`src/rtl/vdp_vram_arbiter_pkg.sv`:
```
// Shared VDP definitions: VRAM requester owner codes and return-tag layout.
package vdp_vram_arbiter_pkg;

    localparam int OWNER_W = 2;

    typedef enum logic [OWNER_W-1:0] {
        OWN_BG   = 2'd0,
        OWN_SPR  = 2'd1,
        OWN_HOST = 2'd2
    } owner_e;

    typedef struct packed {
        logic   vld;
        owner_e owner;
    } ret_tag_t;

endpackage

```
`src/rtl/vdp_vram_arbiter_if.sv`:
```
// VRAM arbiter bus: fetch requesters, host port, VRAM command/data and read return.
interface vdp_vram_arbiter_if #(
    parameter int ADDR_WIDTH = 15,
    parameter int DATA_WIDTH = 16
) ();
    import vdp_vram_arbiter_pkg::*;

    logic                  bg_req;
    logic [ADDR_WIDTH-1:0] bg_addr;
    logic                  bg_grant;
    logic                  spr_req;
    logic [ADDR_WIDTH-1:0] spr_addr;
    logic                  spr_grant;
    logic                  host_valid;
    logic                  host_ready;
    logic                  host_we;
    logic [ADDR_WIDTH-1:0] host_addr;
    logic [DATA_WIDTH-1:0] host_wdata;
    logic [15:0]           host_starve_cnt;
    logic [ADDR_WIDTH-1:0] vram_addr;
    logic                  vram_we;
    logic [DATA_WIDTH-1:0] vram_wdata;
    logic [DATA_WIDTH-1:0] vram_rdata;
    logic [DATA_WIDTH-1:0] rdata;
    logic                  rdata_valid;
    logic [OWNER_W-1:0]    rdata_owner;

    modport slave (
        input  bg_req, bg_addr, spr_req, spr_addr,
        input  host_valid, host_we, host_addr, host_wdata,
        input  vram_rdata,
        output bg_grant, spr_grant, host_ready, host_starve_cnt,
        output vram_addr, vram_we, vram_wdata,
        output rdata, rdata_valid, rdata_owner
    );

    modport master (
        output bg_req, bg_addr, spr_req, spr_addr,
        output host_valid, host_we, host_addr, host_wdata,
        output vram_rdata,
        input  bg_grant, spr_grant, host_ready, host_starve_cnt,
        input  vram_addr, vram_we, vram_wdata,
        input  rdata, rdata_valid, rdata_owner
    );

endinterface

```
`src/rtl/vdp_vram_return_pipe.sv`:
```
// Two-stage valid/owner pipeline aligning read tags with 1-cycle-latency VRAM data.
module vdp_vram_return_pipe
    import vdp_vram_arbiter_pkg::*;
#(
    parameter int DATA_WIDTH = 16
) (
    input  logic                  clk,
    input  logic                  reset,
    input  logic                  iss_vld,
    input  owner_e                iss_owner,
    input  logic [DATA_WIDTH-1:0] vram_rdata,
    output logic [DATA_WIDTH-1:0] rdata,
    output logic                  rdata_valid,
    output logic [OWNER_W-1:0]    rdata_owner
);
    localparam int STAGES = 2;

    logic [STAGES:1]               vld_pipe;
    logic [STAGES:1][OWNER_W-1:0]  own_pipe;

    // Stage 1 covers the command cycle, stage 2 the cycle VRAM drives data.
    always_ff @(posedge clk) begin
        if (reset) begin
            vld_pipe <= '0;
            own_pipe <= '0;
        end else begin
            vld_pipe <= {vld_pipe[1], iss_vld};
            own_pipe <= {own_pipe[1], iss_owner};
        end
    end

    assign rdata_valid = vld_pipe[STAGES];
    assign rdata_owner = own_pipe[STAGES];
    assign rdata       = vld_pipe[STAGES] ? vram_rdata : '0;

endmodule

```
`src/rtl/vdp_vram_arbiter.sv`:
```
// VRAM arbiter: bg/sprite/host priority with a guaranteed host slot during active display.
module vdp_vram_arbiter
    import vdp_vram_arbiter_pkg::*;
#(
    parameter int ADDR_WIDTH         = 15,
    parameter int DATA_WIDTH         = 16,
    parameter int HOST_SLOT_INTERVAL = 8
) (
    input  logic           clk,
    input  logic           reset,
    input  logic           hold_raster,
    input  logic           active_display,
    input  logic           frame_ended,
    vdp_vram_arbiter_if.slave bus
);
    localparam int SLOT_W = (HOST_SLOT_INTERVAL > 1) ? $clog2(HOST_SLOT_INTERVAL) : 1;
    localparam logic [SLOT_W-1:0] SLOT_LAST = SLOT_W'(HOST_SLOT_INTERVAL - 1);

    logic [SLOT_W-1:0]     slot_cnt;
    logic                  host_slot;
    logic                  bg_gnt, spr_gnt, host_gnt;
    logic                  iss_vld;
    owner_e                iss_owner;
    logic [ADDR_WIDTH-1:0] cmd_addr;
    logic                  cmd_we;
    logic [DATA_WIDTH-1:0] cmd_wdata;
    logic [15:0]           starve_cnt;
    logic [DATA_WIDTH-1:0] ret_rdata;
    logic                  ret_valid;
    logic [OWNER_W-1:0]    ret_owner;

    // Slot is judged on the pre-increment count; an unused slot is simply lost.
    assign host_slot = active_display && bus.host_valid && (slot_cnt == SLOT_LAST);

    always_comb begin
        bg_gnt   = 1'b0;
        spr_gnt  = 1'b0;
        host_gnt = 1'b0;
        if (!reset && !hold_raster) begin
            if (!active_display) begin
                if (bus.host_valid)   host_gnt = 1'b1;
                else if (bus.spr_req) spr_gnt  = 1'b1;
                else if (bus.bg_req)  bg_gnt   = 1'b1;
            end else if (host_slot) begin
                host_gnt = 1'b1;
            end else begin
                if (bus.bg_req)          bg_gnt   = 1'b1;
                else if (bus.spr_req)    spr_gnt  = 1'b1;
                else if (bus.host_valid) host_gnt = 1'b1;
            end
        end
    end

    always_comb begin
        iss_owner = OWN_BG;
        if (host_gnt)     iss_owner = OWN_HOST;
        else if (spr_gnt) iss_owner = OWN_SPR;
    end
    assign iss_vld = bg_gnt | spr_gnt | (host_gnt & ~bus.host_we);

    always_ff @(posedge clk) begin
        if (reset || frame_ended || !active_display) begin
            slot_cnt <= '0;
        end else if (!hold_raster) begin
            slot_cnt <= (slot_cnt == SLOT_LAST) ? '0 : slot_cnt + 1'b1;
        end
    end

    // Host fields are sampled only on the grant edge, so later changes cannot leak in.
    always_ff @(posedge clk) begin
        if (reset) begin
            cmd_addr  <= '0;
            cmd_we    <= 1'b0;
            cmd_wdata <= '0;
        end else begin
            cmd_we <= host_gnt & bus.host_we;
            if (host_gnt) begin
                cmd_addr <= bus.host_addr;
                if (bus.host_we) cmd_wdata <= bus.host_wdata;
            end else if (bg_gnt) begin
                cmd_addr <= bus.bg_addr;
            end else if (spr_gnt) begin
                cmd_addr <= bus.spr_addr;
            end
        end
    end

    always_ff @(posedge clk) begin
        if (reset || frame_ended) begin
            starve_cnt <= '0;
        end else if (bus.host_valid && !host_gnt && (starve_cnt != 16'hFFFF)) begin
            starve_cnt <= starve_cnt + 16'd1;
        end
    end

    vdp_vram_return_pipe #(.DATA_WIDTH(DATA_WIDTH)) u_ret (
        .clk         (clk),
        .reset       (reset),
        .iss_vld     (iss_vld),
        .iss_owner   (iss_owner),
        .vram_rdata  (bus.vram_rdata),
        .rdata       (ret_rdata),
        .rdata_valid (ret_valid),
        .rdata_owner (ret_owner)
    );

    assign bus.bg_grant        = bg_gnt;
    assign bus.spr_grant       = spr_gnt;
    assign bus.host_ready      = host_gnt;
    assign bus.host_starve_cnt = starve_cnt;
    assign bus.vram_addr       = cmd_addr;
    assign bus.vram_we         = cmd_we;
    assign bus.vram_wdata      = cmd_wdata;
    assign bus.rdata           = ret_rdata;
    assign bus.rdata_valid     = ret_valid;
    assign bus.rdata_owner     = ret_owner;

endmodule

```
`src/flat_wrapper.sv`:
```
// flat-port wrapper written by rule: the top's interface ports become plain ports
module vdp_vram_arbiter_flat import vdp_vram_arbiter_pkg::*;
#(
    parameter int ADDR_WIDTH         = 15,
    parameter int DATA_WIDTH         = 16,
    parameter int HOST_SLOT_INTERVAL = 8
)
  (clk, reset, hold_raster, active_display, frame_ended, bus_bg_req, bus_bg_addr, bus_spr_req, bus_spr_addr, bus_host_valid, bus_host_we, bus_host_addr, bus_host_wdata, bus_vram_rdata, bus_bg_grant, bus_spr_grant, bus_host_ready, bus_host_starve_cnt, bus_vram_addr, bus_vram_we, bus_vram_wdata, bus_rdata, bus_rdata_valid, bus_rdata_owner);
  vdp_vram_arbiter_if #(.ADDR_WIDTH(ADDR_WIDTH), .DATA_WIDTH(DATA_WIDTH)) bus_i ();
  input  logic clk;
  input  logic reset;
  input  logic hold_raster;
  input  logic active_display;
  input  logic frame_ended;
  input wire logic [$bits(bus_i.bg_req)-1:0] bus_bg_req;
  input wire logic [$bits(bus_i.bg_addr)-1:0] bus_bg_addr;
  input wire logic [$bits(bus_i.spr_req)-1:0] bus_spr_req;
  input wire logic [$bits(bus_i.spr_addr)-1:0] bus_spr_addr;
  input wire logic [$bits(bus_i.host_valid)-1:0] bus_host_valid;
  input wire logic [$bits(bus_i.host_we)-1:0] bus_host_we;
  input wire logic [$bits(bus_i.host_addr)-1:0] bus_host_addr;
  input wire logic [$bits(bus_i.host_wdata)-1:0] bus_host_wdata;
  input wire logic [$bits(bus_i.vram_rdata)-1:0] bus_vram_rdata;
  output wire logic [$bits(bus_i.bg_grant)-1:0] bus_bg_grant;
  output wire logic [$bits(bus_i.spr_grant)-1:0] bus_spr_grant;
  output wire logic [$bits(bus_i.host_ready)-1:0] bus_host_ready;
  output wire logic [$bits(bus_i.host_starve_cnt)-1:0] bus_host_starve_cnt;
  output wire logic [$bits(bus_i.vram_addr)-1:0] bus_vram_addr;
  output wire logic [$bits(bus_i.vram_we)-1:0] bus_vram_we;
  output wire logic [$bits(bus_i.vram_wdata)-1:0] bus_vram_wdata;
  output wire logic [$bits(bus_i.rdata)-1:0] bus_rdata;
  output wire logic [$bits(bus_i.rdata_valid)-1:0] bus_rdata_valid;
  output wire logic [$bits(bus_i.rdata_owner)-1:0] bus_rdata_owner;
  assign bus_i.bg_req = bus_bg_req;
  assign bus_i.bg_addr = bus_bg_addr;
  assign bus_i.spr_req = bus_spr_req;
  assign bus_i.spr_addr = bus_spr_addr;
  assign bus_i.host_valid = bus_host_valid;
  assign bus_i.host_we = bus_host_we;
  assign bus_i.host_addr = bus_host_addr;
  assign bus_i.host_wdata = bus_host_wdata;
  assign bus_i.vram_rdata = bus_vram_rdata;
  assign bus_bg_grant = bus_i.bg_grant;
  assign bus_spr_grant = bus_i.spr_grant;
  assign bus_host_ready = bus_i.host_ready;
  assign bus_host_starve_cnt = bus_i.host_starve_cnt;
  assign bus_vram_addr = bus_i.vram_addr;
  assign bus_vram_we = bus_i.vram_we;
  assign bus_vram_wdata = bus_i.vram_wdata;
  assign bus_rdata = bus_i.rdata;
  assign bus_rdata_valid = bus_i.rdata_valid;
  assign bus_rdata_owner = bus_i.rdata_owner;
  vdp_vram_arbiter #(.ADDR_WIDTH(ADDR_WIDTH), .DATA_WIDTH(DATA_WIDTH), .HOST_SLOT_INTERVAL(HOST_SLOT_INTERVAL)) u_core (.clk(clk), .reset(reset), .hold_raster(hold_raster), .active_display(active_display), .frame_ended(frame_ended), .bus(bus_i));
endmodule
```
`config.mk`:
```
export PLATFORM = sky130hd
export DESIGN_NAME = vdp_vram_arbiter_flat
export DESIGN_NICKNAME = d
export VERILOG_FILES = /design/src/rtl/vdp_vram_arbiter_pkg.sv /design/src/rtl/vdp_vram_arbiter_if.sv /design/src/rtl/vdp_vram_return_pipe.sv /design/src/rtl/vdp_vram_arbiter.sv /design/src/flat_wrapper.sv
export SDC_FILE = /design/constraint.sdc
export NUM_CORES = 1
export LEC_CHECK = 0
export BUFFER_PORTS_ARGS = -buffer_cell sky130_fd_sc_hd__buf_2
export CAP_MARGIN = 5
export CELL_PAD_IN_SITES_DETAIL_PLACEMENT = 0
export CELL_PAD_IN_SITES_GLOBAL_PLACEMENT = 2
export CORE_MARGIN = 2
export CORE_UTILIZATION = 23
export CTS_BUF_LIST = sky130_fd_sc_hd__clkbuf_16
export CTS_CLUSTER_DIAMETER = 80
export CTS_CLUSTER_SIZE = 40
export DETAILED_ROUTE_END_ITERATION = 10
export PLACE_DENSITY_LB_ADDON = 0.1
export SLEW_MARGIN = 10
export SYNTH_ARGS = -nofsm -noshare
export SYNTH_HDL_FRONTEND = slang
export SYNTH_SLANG_ARGS = --single-unit
```
`constraint.sdc`:
```
create_clock -name clk -period 2.4 [get_ports clk]
set_input_delay 0.6 -clock clk [delete_from_list [all_inputs] [get_ports clk]]
set_output_delay 0.6 -clock clk [all_outputs]
set_load 0.005 [all_outputs]
```
## After elaboration in Yosys (flattened, before gate mapping)

Index checks and enable logic that the tools add are counted.

| storage, ports and cells | value |
|---|---|
| bits in latches | 0 |
| memories | 0 |
| flip-flop bits (word level) | 57 |
| memory bits (read-only) | 0 |
| output and inout port bits | 70 |
| bits in writable memories | 0 |
| input port bits | 86 |
| logic and storage cells | 57 |

| cells by class | value |
|---|---|
| bitwise logic cells | 5 |
| divide/modulo/power cells | 0 |
| shifts and indexed selects | 0 |
| mux-type cells | 25 |
| $add $sub $neg | 2 |
| reduce and logical (&&, ||, !) cells | 14 |
| $mul | 0 |
| equality and inequality tests | 2 |
| $lt $le $gt $ge | 0 |

Operator list:

| kind | number |
|---|---|
| 2-to-1 mux 15 bit | 3 |
| 2-to-1 mux 1 bit | 19 |
| adder 16 x 1 -> 16 bit (second input constant) | 1 |
| 2-to-1 mux 16 bit | 1 |
| inequality test 16 bit (second input constant) | 1 |
| logical AND 1 bit | 5 |
| zero test 1 bit | 4 |
| adder 3 x 1 -> 3 bit (second input constant) | 1 |
| == test 3 bit (second input constant) | 1 |
| 2-to-1 mux 3 bit | 1 |
| nonzero test 3 bit | 1 |
| AND 1 bit | 2 |
| logical OR 1 bit | 2 |
| 2-to-1 mux 2 bit | 1 |
| OR 1 bit | 2 |
| AND reduction 2 bit | 1 |
| OR reduction 2 bit | 1 |
| inverter 1 bit | 1 |

## Depth between registers and ports, before layout

Gate-level depths: netlist of the first run.

| depth | value |
|---|---|
| depth in word-level cells | 9 |
| mapped depth | 10 |
| mapped depth without buffers | 9 |

## Hierarchy

Synthesis of the first run repeated with hierarchy kept, for this count alone.

| second synthesis, totals | value |
|---|---|
| cell total of the unflattened synthesis | 327 |
| area total of the unflattened synthesis | 2631.3 sq um |

Modules (own cells, without submodules):

| module | cells an instance | area each (sq um) | times used | sequential area each (sq um) |
|---|---|---|---|---|
| vdp_vram_arbiter | 296 | 2332.2 | 1 | 1021.0 |
| vdp_vram_return_pipe | 31 | 299.0 | 1 | 120.1 |

## Worst setup path before layout of the first run

OpenSTA, ideal clock, no wires.

| timing path | value |
|---|---|
| path type | register -> output |
| start point | register u_core.slot_cnt[0] |
| end point | output bus_host_ready |
| required time | 1800 ps |
| buffers on the path | 1 |
| arrival | 1440 ps |
| cell stages (with the launch flop) | 7 |
| slack | 360 ps |
| cells stage by stage | dfxtp_1 ha_1 ha_1 nand2b_4 o211ai_2 inv_2 buf_2 |

| between the ends | value |
|---|---|
| cells in the longest elaborated chain, start to end | 5 |

Ends and longest elaborated chain:

| element | RTL line | source |
|---|---|---|
| start, declared | vdp_vram_arbiter.sv:19 | `logic [SLOT_W-1:0] slot_cnt;` |
| start signal, assigned | vdp_vram_arbiter.sv:65 | `slot_cnt <= (slot_cnt == SLOT_LAST) ? '0 : slot_cnt + 1'b1;` |
| == test 3 bit | vdp_vram_arbiter.sv:33 | `assign host_slot = active_display && bus.host_valid && (slot_cnt == SLOT_LAST);` |
| logical AND 1 bit | vdp_vram_arbiter.sv:33 |  |
| 2-to-1 mux 1 bit | vdp_vram_arbiter.sv:44 | `end else if (host_slot) begin` |
| 2-to-1 mux 1 bit | vdp_vram_arbiter.sv:40 | `if (!active_display) begin` |
| 2-to-1 mux 1 bit | vdp_vram_arbiter.sv:39 | `if (!reset && !hold_raster) begin` |
| end, declared | flat_wrapper.sv:26 | `output wire logic [$bits(bus_i.host_ready)-1:0] bus_host_ready;` |

No other way between the ends.

## Worst setup path in the final report of the first run

Ends and elaborated chain as after synthesis.

==> results of run 1 <==
[cell usage after synthesis (3+ instances only)]
cell type   n  area, um^2
and3_1      4        25.0
dfxtp_1    57        1140
a21oi_1    23         115
inv_2       3        11.3
nand2_1    55         206
buf_6       3        33.8
nor2b_1     3        18.8
mux2i_1     4        40.0
buf_2       3        15.0
xor2_1      8        70.1
inv_1       3        11.3
nand3_1     4        20.0
a211oi_1   15         113
and2_1     30         188
nor2_1     21        78.8
nand4_1    10        62.6
clkbuf_1    8        30.0
buf_4       3        22.5
o21ai_0    24         120
o21ai_1    11        55.1
or3_1       4        25.0
ha_1        3        37.5
[worst reg2reg max path, delay by kind of cell, from the launching register on]
kind                     cells  cell delay, ns
AO/OA/AOI/OAI                3            0.60
adder cells (fa/ha/maj)      2            0.41
flip-flops                   1            0.32
AND/OR/NAND/NOR              2            0.54
[sequential cells by signal, summed over array words and instances (netlist names)]
| name | cells |
|---|---|
| u_core.u_ret.own_pipe | 2 |
| u_core.bus.host_starve_cnt | 16 |
| u_core.bus.vram_addr | 15 |
| u_core.u_ret.vld_pipe | 2 |
| u_core.slot_cnt | 3 |
| u_core.bus.vram_we | 1 |
| u_core.u_ret.rdata_owner | 2 |
| u_core.bus.vram_wdata | 16 |
[cells in the final DEF, fill, tap and decap left out, types with 2 or more instances in the layout]
cell type	instances
and3_1	4
and2_1	30
nand4_1	10
o21ai_0	24
buf_2	155
inv_1	6
o21ai_1	11
dfxtp_1	57
buf_4	10
nor2b_1	3
or3_1	4
clkinv_2	4
a21oi_1	23
clkbuf_16	9
nand3_1	4
mux2i_1	4
ha_1	3
nor2_1	21
inv_2	2
nand2_1	55
a211oi_1	15
nor3_1	2
xor2_1	8
[area by class of cell]
class                           count  area share, %
Clock buffer                        9           5.79
Sequential cell                    57           29.3
Clock inverter                      7          0.804
Inverter                            6          0.643
Tap cell                          143           4.60
Multi-Input combinational cell    242           37.0
Timing Repair Buffer              165           21.9
[metal layers]
layer / up-vias / wire, um / share of wire, % / track usage (%)
li1: 1433 / - / - / -
met1: 1271 / 3920 / 44 / 17.2
met2: 98 / 4180 / 47 / 23.9
met3: 14 / 601 / 6.8 / 4.70
met4: 0 / 153 / 1.7 / 6.10
met5: - / 0 / 0 / 0
[kinds of logic (layout without fill, tap and decap cells)]
kind of cell | after synthesis | in the layout | share of synthesized area (%)
compound gates | 80 | 80 | 18.5
xor+xnor | 8 | 8 | 2.60
fa+ha+maj | 3 | 3 | 1.39
buf+inv | 23 | 187 | 4.59
flops | 57 | 57 | 42.3
mux | 4 | 4 | 1.48
simple gates | 147 | 147 | 29.1
[through the flow]
stage	utilization (%)	hold WS (ns)	instances	setup WS [ns]	cell area, um^2
2_1_floorplan	-	0.414	322	0.360	2700
3_3_place_gp	31.7	0.422	613	0.339	3620
3_5_place_dp	31.7	0.420	613	0.322	3620
4_1_cts	34.0	0.435	629	0.0406	3880
5_1_grt	34.1	0.455	629	0.00316	3890
6_report	34.1	0.432	629	0.0809	3890
[how the worst min path moves through the flow]
stage | to | slack, ns | depth (start not counted)
after global placement | u_core.u_ret.rdata_owner[1] | 0.42 | 1
after CTS | u_core.u_ret.rdata_owner[1] | 0.44 | 1
after detailed placement | u_core.u_ret.rdata_owner[1] | 0.42 | 1
after global routing | u_core.u_ret.rdata_owner[0] | 0.46 | 1
final | u_core.u_ret.rdata_owner[1] | 0.43 | 1
after floorplan | u_core.u_ret.rdata_owner[0] | 0.41 | 1
[power groups by stage]
stage	Clock [mW]	Combinational, mW	Sequential (mW)
2_1_floorplan	0	0.110	1.01
3_5_place_dp	0	0.251	1.01
3_3_place_gp	0	0.249	1.01
4_1_cts	1.16	0.252	0.991
5_1_grt	1.19	0.278	0.994
6_report	1.11	0.247	0.991
==> impl_metrics.yaml, run 1 <==
setup_path:
  r2r_setup_slack_ns: 0.47
  crit_type: "reg -> out"
  timing.critical_path.mode_cell: "ha_1"
  crit_path_end: "bus_host_ready"
  crit_arrival_ns: 1.72
  worstReg2RegEnd: "u_core.bus.host_starve_cnt[13]"
  crit_start: "u_core.slot_cnt[0]"
  crit_cells: 6
  crit_path_start_kind: "flop"
  r2r_cells: 7
  cp-end-kind: "output port"
  path_cells: "ha_1 > ha_1 > nand2b_4 > o211ai_4 > inv_4 > buf_2"
  required_ns: 1.80
  crit_path_top_delay_cell: "dfxtp_1"
  crit_path_max_fanout: 10
  cpLargestDelayFamily: "adder cells"
  r2r_start: "u_core.slot_cnt[0]"
  slowest_delay_ns: 0.32
  critical_path.n_buffers_inverters: 2
timing:
  tns_ns: 0
  setup_violations: 0
  timing.max_slew.rel_slack_pct: 75.1
  fin_skew_ns: 0.00492
  worstMarginPinSlew_ns: 0.374
  fmax_mhz: 431
  rsz0062_at_grt: "false"
  fin_crit_sh_pct: 96.6
  hold_viol: 0
  min_period_ns: 2.32
  drv_slew: 0
floorplan:
  die_h_um: 112
  io_pins: 156
  die-area_um2: 12600
  core_um2: 11400
  fp-row-count: 39
  floorplan.initialDensity_pct: 23.6
  die_w_um: 112
synthesis:
  synth_cell_types: 43
  syn-mean-instance-area_um2: 8.37
  synthArstFlopShare_pct: 0
  synthFlopType: "dfxtp_1"
  synth_edf_count: 0
  yosys_warnings: 0
  syn_nets: 411
  syn-cell-area_um2: 2700
  ys_seq_area_share_pct: 42.3
  synth_cells: 322
  ys_ff_latch: 57
place:
  io_buffers: 155
  gp_routability_congestion: 0.728
  dp_hpwl_um: 6620
clock_tree:
  hold_buffers: 0
  tritoncts: "yes"
  clockBufferDepth: 2
  clk_pin_slew_ns: 0.05
  cts_buffers: 9
  clkSinkCount: 57
  root_buffer: "clkbuf_16"
  cts_setup_buffers: 0
  cts-resized-gates: 0
  h-tree-depth: 3
  insertion_delay_ns: 0.33
global_routing:
  antenna_found_initial: 0
  gr-usage-all-layers_pct: 14.4
  grt_pass1_wl_um: 13900
  grt_max_degree: 22
  first_global_vias: 2768
  overflow: 0
routing:
  via_count: 2816
  route.detailed.drc: 0
  dr.pass1.iters: 4
  wirelength_um: 8850
  detail_route.wl_per_cell_um: 14.1
  ant_nets: 0
  vias_per_cell: 4.48
  first_iter_violations: 92
power:
  p_per_area_nw_per_um2: 604
  p_sw_share_pct: 24.5
  p_leak_nw: 1.85
  vdd_ir_drop_max_mv: 0.345
  finalPower_mw: 2.35
  pwr-share-comb_pct: 10.5
  p_seq_share_pct: 42.1
  power_switching_uw: 575
  pwr-share-clk_pct: 47.3
  internal_power_mw: 1.78
layout:
  regArea_um2: 1140
  area_delta_synth_final_pct: 44.4
  nNetsFinal: 570
  drive_gt1_share_pct: 40.3
  diodes: 0
  n_fill_cell: 1259
  multiInputGateArea_um2: 1440
worst_hold_path:
  hold_path_class: "reg -> reg"
  hp-start: "u_core.u_ret.own_pipe[1]"
run:
  cap_violations: 0
run_status:
  status: "complete, no violations"
Note: power is estimated with default switching activity, not from simulation.
==> inputs of run 2 (changes only) <==
- CORE_UTILIZATION: 23 -> 21
- GPL_TIMING_DRIVEN: default -> 0
- clock period: 2.4 -> 2.1 ns (I/O delays scaled with it)
==> run 2 against run 1 <==
The run now ends with setup timing left. Global-route usage shrank 1.0 points. First-iteration DRC count is 22% lower. Wire length grew 3.8%. Clock skew decreased by 0.00078 ns. Combinational power grew 26%. Count of clock-buffer cells in the layout unchanged. Largest cell class unchanged. Highest routed layer unchanged.
==> impl_metrics.yaml, run 2 (synthesis gave the netlist of run 1 again) <==
run:
  cap_violations: 0
place:
  dp_hpwl_um: 6800
  placedInstanceArea_um2: 3680
  dp.cells: 648
  io_buffers: 154
  gp_routability_congestion: 0.776
timing:
  fmax_mhz: 467
  worstMarginPinSlew_ns: 0.521
  timing.final.ws_setup_ns: -0.0405
  hold_viol: 0
  fin_crit_sh_pct: 102
  rsz0062_at_grt: "true"
  timing.max_slew.rel_slack_pct: 65.3
  tns_ns: -0.0405
  min_period_ns: 2.14
  fin_skew_ns: 0.00414
  drv_slew: 0
  setup_violations: 1
floorplan:
  die-area_um2: 13800
  core_um2: 12600
  io_pins: 156
  die_h_um: 117
  fp-row-count: 41
  die_w_um: 117
  floorplan.initialDensity_pct: 21.5
setup_path:
  cp-end-kind: "output port"
  crit_start: "u_core.slot_cnt[1]"
  required_ns: 1.57
  r2r_start: "u_core.slot_cnt[1]"
  crit_arrival_ns: 1.62
  r2r_cells: 8
  crit_type: "reg -> out"
  crit_path_start_kind: "flop"
  crit_path_max_fanout: 3
global_routing:
  gr-usage-all-layers_pct: 13.4
  first_global_vias: 2779
  grt_max_degree: 11
  overflow: 0
  grt_pass1_wl_um: 14500
  antenna_found_initial: 0
power:
  p_per_area_nw_per_um2: 688
  finalPower_mw: 2.86
  p_leak_nw: 1.93
  vdd_ir_drop_max_mv: 0.257
layout:
  stdcell_area_um2: 4170
  stdcell_count: 678
  final_cell_mix: "buf_2 (154), nand2_1 (55), dfxtp_1 (55)"
  final_common_cell: "buf_2"
  nNetsFinal: 590
  drive_gt1_share_pct: 42.7
  area_delta_synth_final_pct: 54.5
  diodes: 0
routing:
  dr.pass1.iters: 4
  via_count: 2909
  first_iter_violations: 72
  route.detailed.drc: 0
  detail_route.wl_per_cell_um: 13.5
  ant_nets: 0
  vias_per_cell: 4.29
  wirelength_um: 9190
worst_hold_path:
  hold_path_class: "in -> reg"
  hold_path_depth: 2
  hp-start: "bus_host_we"
clock_tree:
  root_buffer: "clkbuf_16"
  clockBufferDepth: 2
  hold_buffers: 0
  h-tree-depth: 3
  clkSinkCount: 57
  clk_pin_slew_ns: 0.05
  tritoncts: "yes"
  cts_buffers: 9
  insertion_delay_ns: 0.33
run_status:
  status: "finished, violations left"
  violations: "setup timing"
-- run 2: through the flow --
| stage | util, % | hold WS (ns) | worst slack (ns) |
|---|---|---|---|
| after floorplan | - | 0.414 | 0.135 |
| after global placement | 29.3 | 0.419 | -0.368 |
| after detailed placement | 29.3 | 0.424 | -0.381 |
| after CTS | 32.8 | 0.413 | -0.0494 |
| after global routing | 33.1 | 0.425 | -0.0881 |
| final | 33.1 | 0.423 | -0.0405 |
-- run 2: report_power, final --
| group | total (mW) | switching, mW | internal (mW) |
|---|---|---|---|
| Combinational | 0.311 | 0.153 | 0.158 |
| Sequential | 1.13 | 0.0160 | 1.12 |
| Clock | 1.42 | 0.518 | 0.904 |
-- run 2: final cells by class --
type	instances	area, um^2
clock buffers	9	225
clock inverters	7	61.3
repair buffers	169	890
inverters	6	27.5
well taps	172	215
fillers	1374	8400
plain buffers	16	118
flip-flops and latches	57	1140
multi-input cells	242	1490
-- run 2: routing by layer --
layer  track usage [%]  share of wire [%]  vias to the layer above
li1                  -                  -                     1480
met1              16.0                 45                     1320
met2              22.4                 47                       93
met3              3.36                5.8                       16
met4              6.48                2.1                        0
met5                 0                  0                        -
-- run 2: timing repair --
item                       in CTS  in global routing
gates resized for setup        18                  1
pin swaps                       5                  2
setup endpoints to repair      31                  9
buffers inserted               10                  5
-- run 2: worst max-delay path, cell delays in order, from the launching register on --
cell and delay [ns]:
dfxtp_2 0.33, ha_4 0.16, ha_4 0.16, nand2b_4 0.15
o211ai_4 0.20, inv_4 0.06, buf_8 0.12, buf_6 0.10
-- run 2: worst paths after layout --
path / endpoint / slack [ns]
max: bus_host_ready / -0.04
min: u_core.u_ret.vld_pipe[1] / 0.42
max reg2reg: u_core.bus.host_starve_cnt[11] / 0.09
min reg2reg: u_core.u_ret.rdata_owner[1] / 0.43
==> inputs of run 3 (changes only) <==
- CORE_ASPECT_RATIO: default -> 1.2
- SKIP_LAST_GASP: default -> 1
==> run 3 against run 2 <==
The run still ends with setup timing left. Register-to-register slack better by 0.06 ns. Clock power about the same. Combinational power decreased by 2%. Clock skew is 0.0027 ns higher. Wire length is 2.6% lower. Cell count shrank 1.9%. Total power decreased by 1.4%. Fmax grew 0.50%. Critical path depth unchanged.
==> impl_metrics.yaml, run 3 (synthesis gave the netlist of run 1 again) <==
timing:
  hold_viol: 0
  setup_violations: 2
  drv_slew: 0
  rsz0062_at_grt: "true"
  min_period_ns: 2.13
  fin_skew_ns: 0.00688
  timing.max_slew.rel_slack_pct: 68.0
  timing.final.ws_setup_ns: -0.0299
  tns_ns: -0.0431
  fin_crit_sh_pct: 101
  worstMarginPinSlew_ns: 0.479
  fmax_mhz: 470
layout:
  final_common_cell: "buf_2"
  final_cell_mix: "buf_2 (153), nand2_1 (55), dfxtp_1 (55)"
  area_delta_synth_final_pct: 53.3
  diodes: 0
  drive_gt1_share_pct: 41.5
  nNetsFinal: 585
  stdcell_area_um2: 4130
power:
  vdd_ir_drop_max_mv: 0.275
  p_per_area_nw_per_um2: 683
  p_leak_nw: 1.92
floorplan:
  die_h_um: 128
  die_w_um: 107
  io_pins: 156
  core_um2: 12600
  die-area_um2: 13800
  floorplan.initialDensity_pct: 21.4
  fp-row-count: 45
place:
  post-place-ws_ns: -0.385
  dp_hpwl_um: 6660
  io_buffers: 154
  gp_routability_congestion: 0.683
  placedInstanceArea_um2: 3670
global_routing:
  overflow: 0
  grt_pass1_wl_um: 13800
  grt_util_met1_pct: 14.5
  gr-usage-all-layers_pct: 13.0
  antenna_found_initial: 0
  grt_max_degree: 11
  top_usage_layer: "met2"
  first_global_vias: 2901
  use_met3_pct: 2.90
  grt_use_met2_pct: 22.7
clock_tree:
  h-tree-depth: 3
  tritoncts: "yes"
  clkSinkCount: 57
  clockBufferDepth: 2
  insertion_delay_ns: 0.33
  cts_buffers: 9
  root_buffer: "clkbuf_16"
  hold_buffers: 0
  clk_pin_slew_ns: 0.05
routing:
  wirelength_um: 8950
  dr.pass1.iters: 2
  route.detailed.drc: 0
  vias_per_cell: 4.31
  via_count: 2867
  detail_route.wl_per_cell_um: 13.5
  first_iter_violations: 61
  ant_nets: 0
setup_path:
  r2r_cells: 9
  cp-end-kind: "output port"
  required_ns: 1.57
  crit_path_max_fanout: 3
  crit_path_start_kind: "flop"
  crit_arrival_ns: 1.60
  crit_type: "reg -> out"
worst_hold_path:
  hold_path_class: "reg -> reg"
  hold_path_depth: 1
run_status:
  violations: "setup timing"
  status: "finished, violations left"
run:
  cap_violations: 0
run 3: per-layer routing:
metal	wire length, um	vias to the layer above
li1	-	1471
met1	3810	1284
met2	4340	97
met3	566	15
met4	235	0
met5	0	-
run 3: per-stage QoR:
step           hold slack (ns)  cells  power [mW]  utilization [%]
2_1_floorplan            0.414    322        1.28                -
3_5_place_dp             0.424    640        1.44             29.1
4_1_cts                  0.424    665        2.88             32.5
5_1_grt                  0.442    665        2.96             32.8
3_3_place_gp             0.420    640        1.44             29.1
6_report                 0.431    665        2.82             32.8
run 3: report_power, final:
group          total [mW]  internal, mW  switching, mW  leakage, nW
combinational       0.306         0.156          0.150         1.31
clock                1.39         0.893          0.493        0.144
sequential           1.13          1.12         0.0156        0.464
run 3: cell type report:
cell class | instances | area (um^2)
Tap cell | 164 | 205
Fill cell | 1389 | 8480
Sequential cell | 57 | 1140
Multi-Input combinational cell | 242 | 1490
Buffer | 15 | 114
Inverter | 6 | 27.5
Clock buffer | 9 | 225
Clock inverter | 7 | 53.8
Timing Repair Buffer | 165 | 878
run 3: what timing repair did:
action	in CTS	in global routing
gates cloned	0	0
setup endpoints to repair	32	13
pin swaps	5	2
gates resized for setup	18	2
buffers inserted	9	2
run 3: worst paths after layout:
path	startpoint	end	slack [ns]
setup reg to reg	u_core.slot_cnt[1]	u_core.bus.host_starve_cnt[9]	0.15
hold reg to reg	u_core.u_ret.own_pipe[1]	u_core.u_ret.rdata_owner[1]	0.43
setup / recovery	u_core.slot_cnt[1]	bus_host_ready	-0.03
hold / removal	u_core.u_ret.own_pipe[1]	u_core.u_ret.rdata_owner[1]	0.43
run 3: worst max-delay path, stage by stage (launching register included):
cell	delay, ns
dfxtp_2	0.33
ha_4	0.16
ha_4	0.16
nand2b_4	0.16
o211ai_4	0.20
inv_4	0.05
buf_8	0.12
buf_6	0.10
